--- config.mk ---
export PLATFORM = sky130hd
export DESIGN_NAME = fht_frame_sched_flat
export DESIGN_NICKNAME = d
export VERILOG_FILES = /design/src/rtl/fht_frame_sched_if.sv /design/src/rtl/fht_frame_sched.sv /design/src/flat_wrapper.sv
export SDC_FILE = /design/constraint.sdc
export NUM_CORES = 1
export LEC_CHECK = 0
export CORE_UTILIZATION = 30
export DETAILED_ROUTE_END_ITERATION = 16
export GPL_ROUTABILITY_DRIVEN = 0
export PLACE_DENSITY = 0.61
export SLEW_MARGIN = 20
export SYNTH_ARGS = -nofsm -noshare
export SYNTH_HDL_FRONTEND = slang
export SYNTH_SLANG_ARGS = --single-unit
--- constraint.sdc ---
create_clock -name iCLK -period 4.8 [get_ports iCLK]
set_clock_uncertainty 0.05 [all_clocks]
set_input_delay 0.72 -clock iCLK [delete_from_list [all_inputs] [get_ports iCLK]]
set_output_delay 0.72 -clock iCLK [all_outputs]
set_load 0.01 [all_outputs]
--- src/rtl/fht_frame_sched_if.sv ---
// Stream, bank-port and core handshake bundle between fht_frame_sched and its surroundings.
// master: the scheduler side; slave: the environment (source, banks, core, sink).
interface fht_frame_sched_if #(
  parameter int unsigned A_BIT = 8
) ();
  logic             iIN_VALID;
  logic             oIN_READY;
  logic             oLD_WE;
  logic [1:0]       oLD_BANK;
  logic [A_BIT-1:0] oLD_ADDR;
  logic             oFHT_START;
  logic             iFHT_RDY;
  logic             oUL_RE;
  logic [1:0]       oUL_BANK;
  logic [A_BIT-1:0] oUL_ADDR;
  logic             oOUT_VALID;
  logic             oOUT_LAST;
  logic             iOUT_READY;
  logic [1:0]       oMEM_SEL;
  logic             oBUSY;
  logic             oERR;
  logic [15:0]      oFRAME_CNT;

  modport master (
    input  iIN_VALID, iFHT_RDY, iOUT_READY,
    output oIN_READY, oLD_WE, oLD_BANK, oLD_ADDR, oFHT_START, oUL_RE, oUL_BANK, oUL_ADDR,
           oOUT_VALID, oOUT_LAST, oMEM_SEL, oBUSY, oERR, oFRAME_CNT
  );

  modport slave (
    output iIN_VALID, iFHT_RDY, iOUT_READY,
    input  oIN_READY, oLD_WE, oLD_BANK, oLD_ADDR, oFHT_START, oUL_RE, oUL_BANK, oUL_ADDR,
           oOUT_VALID, oOUT_LAST, oMEM_SEL, oBUSY, oERR, oFRAME_CNT
  );
endinterface

--- src/rtl/fht_frame_sched.sv ---
// Frame scheduler: loads N = 4*2^A_BIT samples into the banks, kicks the FHT core,
// waits for completion and streams the results out, owning the bank-port select.
module fht_frame_sched #(
  parameter int unsigned A_BIT  = 8,
  parameter int unsigned WD_CYC = 16
) (
  input logic               iCLK,
  input logic               iRESET,
  fht_frame_sched_if.master bus
);

  localparam int unsigned NW = A_BIT + 2;
  localparam int unsigned N  = 4 * (2 ** A_BIT);
  localparam int unsigned WW = $clog2(WD_CYC + 1);

  typedef enum logic [2:0] {StIdle, StLoad, StStart, StWaitLo, StWaitHi, StUnload} state_e;

  state_e          state_q, state_d;
  logic [NW-1:0]   n_q, n_d;
  logic [NW:0]     m_q, m_d;
  logic [NW-1:0]   disp_q, disp_d;
  logic            valid_q, valid_d;
  logic [WW-1:0]   wd_q, wd_d;
  logic            err_q, err_d;
  logic [15:0]     cnt_q, cnt_d;

  logic in_ready, ld_we, ul_re, out_last, out_acc;

  // Reset gates the input handshake so nothing is accepted during the reset cycle.
  assign in_ready = ((state_q == StIdle) || (state_q == StLoad)) && !iRESET;
  assign ld_we    = bus.iIN_VALID && in_ready;
  assign ul_re    = (state_q == StUnload) && !m_q[NW] && (!valid_q || bus.iOUT_READY);
  assign out_last = valid_q && (disp_q == NW'(N - 1));
  assign out_acc  = valid_q && bus.iOUT_READY;

  always_ff @(posedge iCLK) begin
    if (iRESET) begin
      state_q <= StIdle;
      n_q     <= '0;
      m_q     <= '0;
      disp_q  <= '0;
      valid_q <= 1'b0;
      wd_q    <= '0;
      err_q   <= 1'b0;
      cnt_q   <= '0;
    end else begin
      state_q <= state_d;
      n_q     <= n_d;
      m_q     <= m_d;
      disp_q  <= disp_d;
      valid_q <= valid_d;
      wd_q    <= wd_d;
      err_q   <= err_d;
      cnt_q   <= cnt_d;
    end
  end

  always_comb begin
    state_d = state_q;
    n_d     = n_q;
    m_d     = m_q;
    disp_d  = disp_q;
    valid_d = valid_q;
    wd_d    = wd_q;
    err_d   = err_q;
    cnt_d   = cnt_q;
    case (state_q)
      StIdle: begin
        if (ld_we) begin
          n_d     = n_q + NW'(1);
          state_d = StLoad;
        end
      end
      StLoad: begin
        // n wraps back to 0 on the final accept, ready for the next frame.
        if (ld_we) begin
          n_d = n_q + NW'(1);
          if (n_q == '1) state_d = StStart;
        end
      end
      StStart: begin
        wd_d    = WW'(1);
        state_d = StWaitLo;
      end
      StWaitLo: begin
        if (!bus.iFHT_RDY) begin
          state_d = StWaitHi;
        end else if (wd_q >= WW'(WD_CYC - 1)) begin
          err_d   = 1'b1;
          state_d = StIdle;
        end else begin
          wd_d = wd_q + WW'(1);
        end
      end
      StWaitHi: begin
        if (bus.iFHT_RDY) begin
          m_d     = '0;
          valid_d = 1'b0;
          state_d = StUnload;
        end
      end
      StUnload: begin
        if (ul_re) begin
          m_d     = m_q + (NW + 1)'(1);
          disp_d  = m_q[NW-1:0];
          valid_d = 1'b1;
        end else if (bus.iOUT_READY) begin
          valid_d = 1'b0;
        end
        if (out_acc && out_last) begin
          cnt_d   = cnt_q + 16'd1;
          state_d = StIdle;
        end
      end
      default: state_d = StIdle;
    endcase
  end

  always_comb begin
    bus.oIN_READY  = in_ready;
    bus.oLD_WE     = ld_we;
    bus.oLD_BANK   = n_q[1:0];
    bus.oLD_ADDR   = n_q[NW-1:2];
    bus.oFHT_START = (state_q == StStart);
    bus.oUL_RE     = ul_re;
    bus.oUL_BANK   = m_q[1:0];
    bus.oUL_ADDR   = m_q[NW-1:2];
    bus.oOUT_VALID = valid_q;
    bus.oOUT_LAST  = out_last;
    bus.oBUSY      = (state_q != StIdle);
    bus.oERR       = err_q;
    bus.oFRAME_CNT = cnt_q;
    case (state_q)
      StStart, StWaitLo, StWaitHi: bus.oMEM_SEL = 2'd1;
      StUnload:                    bus.oMEM_SEL = 2'd2;
      default:                     bus.oMEM_SEL = 2'd0;
    endcase
  end

endmodule

--- src/flat_wrapper.sv ---
// flat-port wrapper written by rule: the top's interface ports become plain ports
module fht_frame_sched_flat 
#(
  parameter int unsigned A_BIT  = 8,
  parameter int unsigned WD_CYC = 16
)
  (iCLK, iRESET, bus_iIN_VALID, bus_iFHT_RDY, bus_iOUT_READY, bus_oIN_READY, bus_oLD_WE, bus_oLD_BANK, bus_oLD_ADDR, bus_oFHT_START, bus_oUL_RE, bus_oUL_BANK, bus_oUL_ADDR, bus_oOUT_VALID, bus_oOUT_LAST, bus_oMEM_SEL, bus_oBUSY, bus_oERR, bus_oFRAME_CNT);
  fht_frame_sched_if #(.A_BIT(A_BIT)) bus_i ();
  input logic iCLK;
  input logic iRESET;
  input wire logic [$bits(bus_i.iIN_VALID)-1:0] bus_iIN_VALID;
  input wire logic [$bits(bus_i.iFHT_RDY)-1:0] bus_iFHT_RDY;
  input wire logic [$bits(bus_i.iOUT_READY)-1:0] bus_iOUT_READY;
  output wire logic [$bits(bus_i.oIN_READY)-1:0] bus_oIN_READY;
  output wire logic [$bits(bus_i.oLD_WE)-1:0] bus_oLD_WE;
  output wire logic [$bits(bus_i.oLD_BANK)-1:0] bus_oLD_BANK;
  output wire logic [$bits(bus_i.oLD_ADDR)-1:0] bus_oLD_ADDR;
  output wire logic [$bits(bus_i.oFHT_START)-1:0] bus_oFHT_START;
  output wire logic [$bits(bus_i.oUL_RE)-1:0] bus_oUL_RE;
  output wire logic [$bits(bus_i.oUL_BANK)-1:0] bus_oUL_BANK;
  output wire logic [$bits(bus_i.oUL_ADDR)-1:0] bus_oUL_ADDR;
  output wire logic [$bits(bus_i.oOUT_VALID)-1:0] bus_oOUT_VALID;
  output wire logic [$bits(bus_i.oOUT_LAST)-1:0] bus_oOUT_LAST;
  output wire logic [$bits(bus_i.oMEM_SEL)-1:0] bus_oMEM_SEL;
  output wire logic [$bits(bus_i.oBUSY)-1:0] bus_oBUSY;
  output wire logic [$bits(bus_i.oERR)-1:0] bus_oERR;
  output wire logic [$bits(bus_i.oFRAME_CNT)-1:0] bus_oFRAME_CNT;
  assign bus_i.iIN_VALID = bus_iIN_VALID;
  assign bus_i.iFHT_RDY = bus_iFHT_RDY;
  assign bus_i.iOUT_READY = bus_iOUT_READY;
  assign bus_oIN_READY = bus_i.oIN_READY;
  assign bus_oLD_WE = bus_i.oLD_WE;
  assign bus_oLD_BANK = bus_i.oLD_BANK;
  assign bus_oLD_ADDR = bus_i.oLD_ADDR;
  assign bus_oFHT_START = bus_i.oFHT_START;
  assign bus_oUL_RE = bus_i.oUL_RE;
  assign bus_oUL_BANK = bus_i.oUL_BANK;
  assign bus_oUL_ADDR = bus_i.oUL_ADDR;
  assign bus_oOUT_VALID = bus_i.oOUT_VALID;
  assign bus_oOUT_LAST = bus_i.oOUT_LAST;
  assign bus_oMEM_SEL = bus_i.oMEM_SEL;
  assign bus_oBUSY = bus_i.oBUSY;
  assign bus_oERR = bus_i.oERR;
  assign bus_oFRAME_CNT = bus_i.oFRAME_CNT;
  fht_frame_sched #(.A_BIT(A_BIT), .WD_CYC(WD_CYC)) u_core (.iCLK(iCLK), .iRESET(iRESET), .bus(bus_i));
endmodule
==> Implementation_results.wiki, run 1 <==
{| class="wikitable"
! Metric !! Value
|-
| Launching element of the worst setup path || bus_iOUT_READY
|-
| Top-Level Pins || 51
|-
| Minimum setup slack after placement || 1.74 ns
|-
| Worst slew margin relative to its limit || 0.579
|-
| Path type of the worst min-delay path || reg2reg
|-
| Kind of start point of the critical path || input port
|-
| Area of the die || 9750 µm²
|-
| First-pass GRT wire length || 10,200 µm
|-
| Number of distinct standard cells referenced by the synthesized netlist || 49
|-
| Arrival @ worst endpoint || 2.29 ns
|-
| CP endpoint || bus_oUL_RE
|-
| CTS Hold Bufs || 0
|-
| Final standard cell utilization of the core || 0.395
|-
| Final setup vio count || 0
|-
| Number of hold-slack violations in the final timing report || 0
|-
| Total of cells resized after clock tree synthesis || 0
|-
| Post-Synthesis Mean Instance Area || 9.23 µm²
|-
| Vias per Instance || 4.80
|-
| Total of buffers placed on input and output ports || 50
|-
| Basic-gate share of the synthesized area counting and, or, nand and nor cells || 0.289
|-
| Clock Root Buffer || clkbuf_8
|-
| Count of fill cells added during filler insertion || 894
|-
| Routed length per instance || 13.2 µm
|-
| Worst-case clock buffer depth || 2
|-
| H-Tree Level Count || 3
|-
| Adder-cell share of the synthesized area || 0.0267
|-
| Overall power of the completed layout || 0.964 mW
|-
| Synth warnings || 0
|-
| Number of clock buffers inserted by TritonCTS || 9
|-
| Synthesis-to-finish area growth || 25.3%
|-
| Slew at the pin with the worst max-slew slack || 0.626 ns
|-
| Proportion of layout cells with a drive suffix above 1 || 0.0826
|-
| Number of antenna violations at the first check in global routing || 0
|-
| Mapped cell area || 2810 µm²
|-
| Total number of vias || 2,204
|-
| Fraction of synthesized cell area in xor and xnor cells || 0.106
|-
| Total congestion overflow after global routing || 0
|-
| Worst path buffer plus inverter count || 3
|-
| Pwr Density || 274 nW/µm²
|-
| Stage delay of the slowest cell on the critical path || 0.58 ns
|-
| Required time of the critical path || 4.03 ns
|-
| Max frequency || 327 MHz
|-
| Worst Reg-to-Reg Cells || 7
|-
| Startpoint of the lowest-slack register-to-register path || u_core.state_q[2]
|-
| Clock-pin transition on the worst setup and hold timing paths || 0.06 ns
|-
| Run status || completed
|-
| Postcts setup bufs || 0
|-
| Detailed-router iteration count before antenna repair || 4
|-
| Net count of the finished layout || 357
|-
| Syn nets || 315
|-
| Kind of critical path || in2out
|-
| Final total negative setup slack || 0 ns
|-
| Total area of sequential cells || 1140 µm²
|-
| Gate Count Post-Synth || 304
|-
| Total Wirelength || 6080 µm
|-
| Core Area || 8890 µm²
|-
| Family with the most delay on the worst path || buffers and inverters
|-
| Cell at the slowest stage of the critical path || clkdlybuf4s50_1
|-
| CP dominant cell by count || clkdlybuf4s50_1
|-
| Unrepaired setup endpoints after global routing || no
|-
| Antenna diode count || 0
|-
| Reg-to-reg setup timing slack || 2.57 ns
|-
| TritonCTS clock tree || built
|-
| HPWL after detailed placement || 4270 µm
|-
| Biggest fanout along the worst timing path || 15
|-
| Final non-filler cell area || 3520 µm²
|-
| Initial Utilization || 0.316
|-
| Die Span X || 98.7 µm
|-
| Pin count of the biggest net entering global routing || 52
|-
| Max cap viols || 0
|-
| Critical path depth || 5
|-
| Main combinational cell family by area after synthesis || simple AND/OR/NAND/NOR gates
|-
| Register bit total from synthesis || 57
|-
| Compound-cell area share of the yosys netlist || 0.0629
|-
| Worst skew pair latency || 0.34 ns
|-
| Type of destination of the critical path || output pin
|-
| DRC errors left || 0
|-
| Site row count || 34
|-
| Cells along the critical path || clkdlybuf4s50_1, nor2b_1, nor3_2, buf_4, clkdlybuf4s50_1
|-
| Leakage dissipation || 1.32 nW
|-
| Largest vdd supply drop || 114 µV
|-
| Share of synthesized area occupied by flip-flops and latches || 0.407
|-
| Area of combinational cells with multiple inputs || 1490 µm²
|-
| Die Height || 98.7 µm
|-
| Time the final worst path needs with I/O delays and setup || 3.06 ns
|-
| Remaining antenna violation count || 0
|-
| Max-slew violations || 0
|-
| R2r endpoint || u_core.state_q[1]
|-
| Fraction of synthesized area in multiplexers || 0.0464
|-
| Global-route usage over all layers || 0.136
|-
| Vias in the first global route || 2,079
|-
| Minimum setup slack in the final design || 1.74 ns
|-
| Count of clock tree sinks || 57
|-
| Initial DRC count || 80
|-
| Standard cell area after detailed placement || 3320 µm²
|-
| Period Utilization, post-route || 0.637
|}
cells by family (layout without fill, tap and decap cells):
| family | Yosys count | count (layout) |
|---|---|---|
| multiplexers | 13 | 13 |
| flip-flops | 57 | 57 |
| AND/OR/NAND/NOR | 141 | 141 |
| XOR/XNOR | 34 | 34 |
| adder cells (fa/ha/maj) | 6 | 6 |
| AO/OA/AOI/OAI | 22 | 22 |
| buffers and inverters | 31 | 78 |
power by group:
group | switching [mW] | internal (mW) | total (mW)
logic | 0.0203 | 0.0184 | 0.0387
registers | 0.00666 | 0.476 | 0.483
clock network | 0.191 | 0.252 | 0.443
total | 0.218 | 0.746 | 0.964
routing by layer:
metal,vias to the layer above,share of wire,global-route usage
li1,1126,-,-
met1,1029,0.50,0.173
met2,42,0.44,0.205
met3,7,0.048,0.0596
met4,0,0.012,0.0459
met5,-,0,0
synthesized netlist by cell type (all sizes together):
master | n | share of area
a211oi | 2 | 0.0053
or3 | 1 | 0.0022
and3 | 6 | 0.013
nand2 | 16 | 0.021
nand2b | 2 | 0.0045
o31ai | 3 | 0.013
o22a | 2 | 0.0062
a21oi | 3 | 0.0053
dfxtp | 57 | 0.41
o2111ai | 1 | 0.0031
nor3 | 4 | 0.013
nor2b | 4 | 0.0089
nand3 | 15 | 0.029
a41oi | 1 | 0.0031
nor4 | 3 | 0.017
a22oi | 1 | 0.0027
a2bb2oi | 1 | 0.0031
xor2 | 27 | 0.084
nor3b | 2 | 0.0053
o21a | 1 | 0.0027
clkbuf | 7 | 0.0098
nor2 | 60 | 0.080
and4 | 5 | 0.016
inv | 9 | 0.012
nand4b | 1 | 0.0031
nand4bb | 1 | 0.0040
nand4 | 16 | 0.049
o211ai | 1 | 0.0045
ha | 6 | 0.027
and3b | 1 | 0.0031
xnor2 | 7 | 0.022
buf | 14 | 0.039
nand3b | 2 | 0.014
or4 | 2 | 0.0053
clkinv | 1 | 0.0013
o21ai | 3 | 0.0053
mux2i | 13 | 0.046
a31oi | 2 | 0.0045
a2111o | 1 | 0.0040
worst register-to-register path: cells and delay by family (launching register included):
| family | cells | cell delay [ns] |
|---|---|---|
| buffers and inverters | 2 | 0.33 |
| AOI/OAI and AO/OA | 2 | 0.55 |
| DFF | 1 | 0.58 |
| and+or+nand+nor | 2 | 0.31 |
| adders and majority gates | 1 | 0.26 |
worst min path at each step:
stage               startpoint              end  slack (ns)  cells past startpoint
2_1_floorplan   u_core.wd_q[3]   u_core.wd_q[3]        0.40                      1
3_3_place_gp    u_core.wd_q[3]   u_core.wd_q[3]        0.43                      1
3_5_place_dp   u_core.bus.oERR  u_core.bus.oERR        0.44                      2
4_1_cts        u_core.bus.oERR  u_core.bus.oERR        0.45                      2
5_1_grt        u_core.bus.oERR  u_core.bus.oERR        0.47                      2
6_report       u_core.bus.oERR  u_core.bus.oERR        0.44                      2
final cells by class:
type                            count  area share
Inverter                           10      0.0107
Timing Repair Buffer               52       0.147
Tap cell                          108      0.0384
Clock inverter                      5      0.0157
Clock buffer                       11      0.0402
Multi-Input combinational cell    216       0.424
Sequential cell                    57       0.325
through the flow:
step / hold WS (ns) / cells
floorplan: 0.405 / 304
global placement: 0.427 / 443
detailed placement: 0.440 / 443
CTS: 0.455 / 459
global route: 0.471 / 459
finish: 0.443 / 459
sequential cells by signal, summed over array words and instances (netlist names):
signal	flops
u_core.bus.oERR	1
u_core.bus.oFRAME_CNT	16
u_core.bus.oOUT_VALID	1
u_core.disp_q	10
u_core.m_q	11
u_core.n_q	10
u_core.state_q	3
u_core.wd_q	5
cell usage in the layout, fill, tap and decap left out, types with 7 or more instances in the layout:
| master | count |
|---|---|
| mux2i_1 | 13 |
| nand2_1 | 16 |
| nand3_1 | 14 |
| clkdlybuf4s50_1 | 50 |
| dfxtp_1 | 57 |
| nand4_1 | 13 |
| inv_1 | 9 |
| nor2_1 | 60 |
| xnor2_1 | 7 |
| clkbuf_8 | 10 |
| xor2_1 | 27 |
(Power assumes the default switching activity.)
==> run 2: changes to the inputs <==
--- a/config.mk
+++ b/config.mk
@@ -8,7 +8,7 @@
 export CORE_UTILIZATION = 30
 export DETAILED_ROUTE_END_ITERATION = 16
 export GPL_ROUTABILITY_DRIVEN = 0
-export PLACE_DENSITY = 0.61
+export PLACE_DENSITY = 0.62
 export SLEW_MARGIN = 20
 export SYNTH_ARGS = -nofsm -noshare
 export SYNTH_HDL_FRONTEND = slang
==> constraint.sdc (replaced) <==
create_clock -name iCLK -period 2.68 [get_ports iCLK]
set_clock_uncertainty 0.05 [all_clocks]
set_input_delay 0.402 -clock iCLK [delete_from_list [all_inputs] [get_ports iCLK]]
set_output_delay 0.402 -clock iCLK [all_outputs]
set_load 0.01 [all_outputs]
==> run 2 against run 1 <==
Sequential cell count did not move. Final cell count rose by 0.44%. Design area rose by 0.78%. First-iteration DRC count fell by 45%. Register-to-register slack got worse by 1.9 ns. Critical path type is now reg2out. Critical endpoint is now bus_oLD_WE.
==> Implementation_results.wiki, run 2 (same netlist as run 1, synthesis figures left out) <==
{| class="wikitable"
! Metric !! Value
|-
| Worst path buffer plus inverter count || 3
|-
| Run status || completed
|-
| Path type of the worst min-delay path || reg2reg
|-
| TritonCTS clock tree || built
|-
| Die Span X || 98.7 µm
|-
| DRC errors left || 0
|-
| Net count of the finished layout || 360
|-
| Total congestion overflow after global routing || 0
|-
| Total number of vias || 2,236
|-
| Commonest cells after routing, fill and taps aside || nor2_1 (60), dfxtp_1 (56), clkdlybuf4s50_1 (50)
|-
| First-pass GRT wire length || 9870 µm
|-
| Type of destination of the critical path || output pin
|-
| Minimum setup slack after placement || 0.343 ns
|-
| Synthesis-to-finish area growth || 26.3%
|-
| Pwr Density || 489 nW/µm²
|-
| Area of the die || 9750 µm²
|-
| Slew at the pin with the worst max-slew slack || 0.608 ns
|-
| H-Tree Level Count || 3
|-
| Count of fill cells added during filler insertion || 895
|-
| Max-slew violations || 0
|-
| Global-route usage over all layers || 0.130
|-
| Count of clock tree sinks || 57
|-
| Number of hold-slack violations in the final timing report || 0
|-
| Leakage dissipation || 1.34 nW
|-
| Stage delay of the slowest cell on the critical path || 0.54 ns
|-
| Proportion of layout cells with a drive suffix above 1 || 0.0935
|-
| Worst-case clock buffer depth || 2
|-
| Antenna diode count || 0
|-
| Total of buffers placed on input and output ports || 50
|-
| Die Height || 98.7 µm
|-
| Final total negative setup slack || 0 ns
|-
| Pin count of the biggest net entering global routing || 27
|-
| HPWL after detailed placement || 4350 µm
|-
| Clock Root Buffer || clkbuf_8
|-
| Remaining antenna violation count || 0
|-
| Core Area || 8890 µm²
|-
| Initial DRC count || 44
|-
| Kind of critical path || reg2out
|-
| Required time of the critical path || 2.23 ns
|-
| Initial Utilization || 0.316
|-
| Vias in the first global route || 2,022
|-
| Unrepaired setup endpoints after global routing || no
|-
| Kind of start point of the critical path || flop
|-
| Number of antenna violations at the first check in global routing || 0
|-
| Routed length per instance || 13.1 µm
|-
| Detailed-router iteration count before antenna repair || 4
|-
| Clock-pin transition on the worst setup and hold timing paths || 0.07 ns
|-
| Worst slew margin relative to its limit || 0.591
|-
| Family with the most delay on the worst path || buffers and inverters
|-
| Largest vdd supply drop || 188 µV
|-
| Top-Level Pins || 51
|-
| Max cap viols || 0
|-
| Vias per Instance || 4.85
|-
| Worst skew pair latency || 0.33 ns
|-
| Cell at the slowest stage of the critical path || clkdlybuf4s50_1
|-
| Max frequency || 411 MHz
|-
| Commonest non-fill, non-tap cell in the layout || nor2_1
|-
| Cells along the critical path || inv_1, ha_1, nand3b_4, clkinv_1, clkdlybuf4s50_1
|-
| Total Wirelength || 6020 µm
|-
| Number of clock buffers inserted by TritonCTS || 9
|-
| Site row count || 34
|-
| Time the final worst path needs with I/O delays and setup || 2.43 ns
|-
| Minimum setup slack in the final design || 0.248 ns
|-
| Period Utilization, post-route || 0.907
|-
| Largest register FFs || 16
|-
| Postcts setup bufs || 0
|-
| Final setup vio count || 0
|-
| Biggest fanout along the worst timing path || 10
|-
| CTS Hold Bufs || 0
|-
| Arrival @ worst endpoint || 1.98 ns
|}
-- run 2: final cells by class --
type	instances	area (µm²)	share of cell area
multi-input combinational	216	1490	0.421
sequential	57	1140	0.322
timing repair buffer	55	538	0.152
clock buffer	14	193	0.0544
tap	108	135	0.0381
inverter	10	37.5	0.0106
clock inverter	1	7.51	0.00212
-- run 2: worst paths after layout --
path,start,end,slack (ns),cells after the start
setup / recovery,u_core.state_q[1],bus_oLD_WE,0.25,5
hold / removal,u_core.bus.oERR,u_core.bus.oERR,0.43,2
hold reg to reg,u_core.bus.oERR,u_core.bus.oERR,0.43,2
setup reg to reg,u_core.state_q[1],u_core.state_q[2],0.64,7
-- run 2: timing repair --
action	in CTS	in global routing
hold endpoints to repair	0	0
setup endpoints to repair	0	1
gates resized for setup	0	1
-- run 2: metal layers --
| layer | up-vias | GRT usage | routed length [µm] |
|---|---|---|---|
| li1 | 1135 | - | - |
| met2 | 44 | 0.183 | 2620 |
| met4 | 0 | 0.0654 | 65 |
| met1 | 1052 | 0.183 | 3090 |
| met3 | 5 | 0.0333 | 242 |
| met5 | - | 0 | 0 |
-- run 2: worst register-to-register path: cells and delay by family (launching register included) --
family / cells / cell delay, ns
AND/OR/NAND/NOR: 2 / 0.22
adder cells (fa/ha/maj): 1 / 0.27
AO/OA/AOI/OAI: 2 / 0.69
buffers and inverters: 2 / 0.29
flip-flops: 1 / 0.42
-- run 2: metrics by stage --
step | instance area [µm²] | hold WS [ns] | std cells | power, mW | utilization
after floorplan | 2810 | 0.405 | 304 | 0.924 | -
after global placement | 3340 | 0.427 | 446 | 0.957 | 0.376
after detailed placement | 3340 | 0.423 | 446 | 0.959 | 0.376
after CTS | 3540 | 0.437 | 461 | 1.77 | 0.398
after global routing | 3540 | 0.476 | 461 | 1.81 | 0.399
final | 3540 | 0.429 | 461 | 1.73 | 0.399
-- run 2: power breakdown --
group,internal (mW),switching (mW),leakage [nW]
Combinational,0.0357,0.0428,0.780
Clock,0.457,0.337,0.101
Sequential,0.853,0.00799,0.460
Total,1.35,0.388,1.34
==> run 3: changes to the inputs <==
--- a/config.mk
+++ b/config.mk
@@ -5,6 +5,7 @@
 export SDC_FILE = /design/constraint.sdc
 export NUM_CORES = 1
 export LEC_CHECK = 0
+export ABC_CLOCK_PERIOD_IN_PS = 2680
 export CORE_UTILIZATION = 30
 export DETAILED_ROUTE_END_ITERATION = 16
 export GPL_ROUTABILITY_DRIVEN = 0
==> results of run 3 <==
Final layout, timing and power as in run 2 (identical DEF).
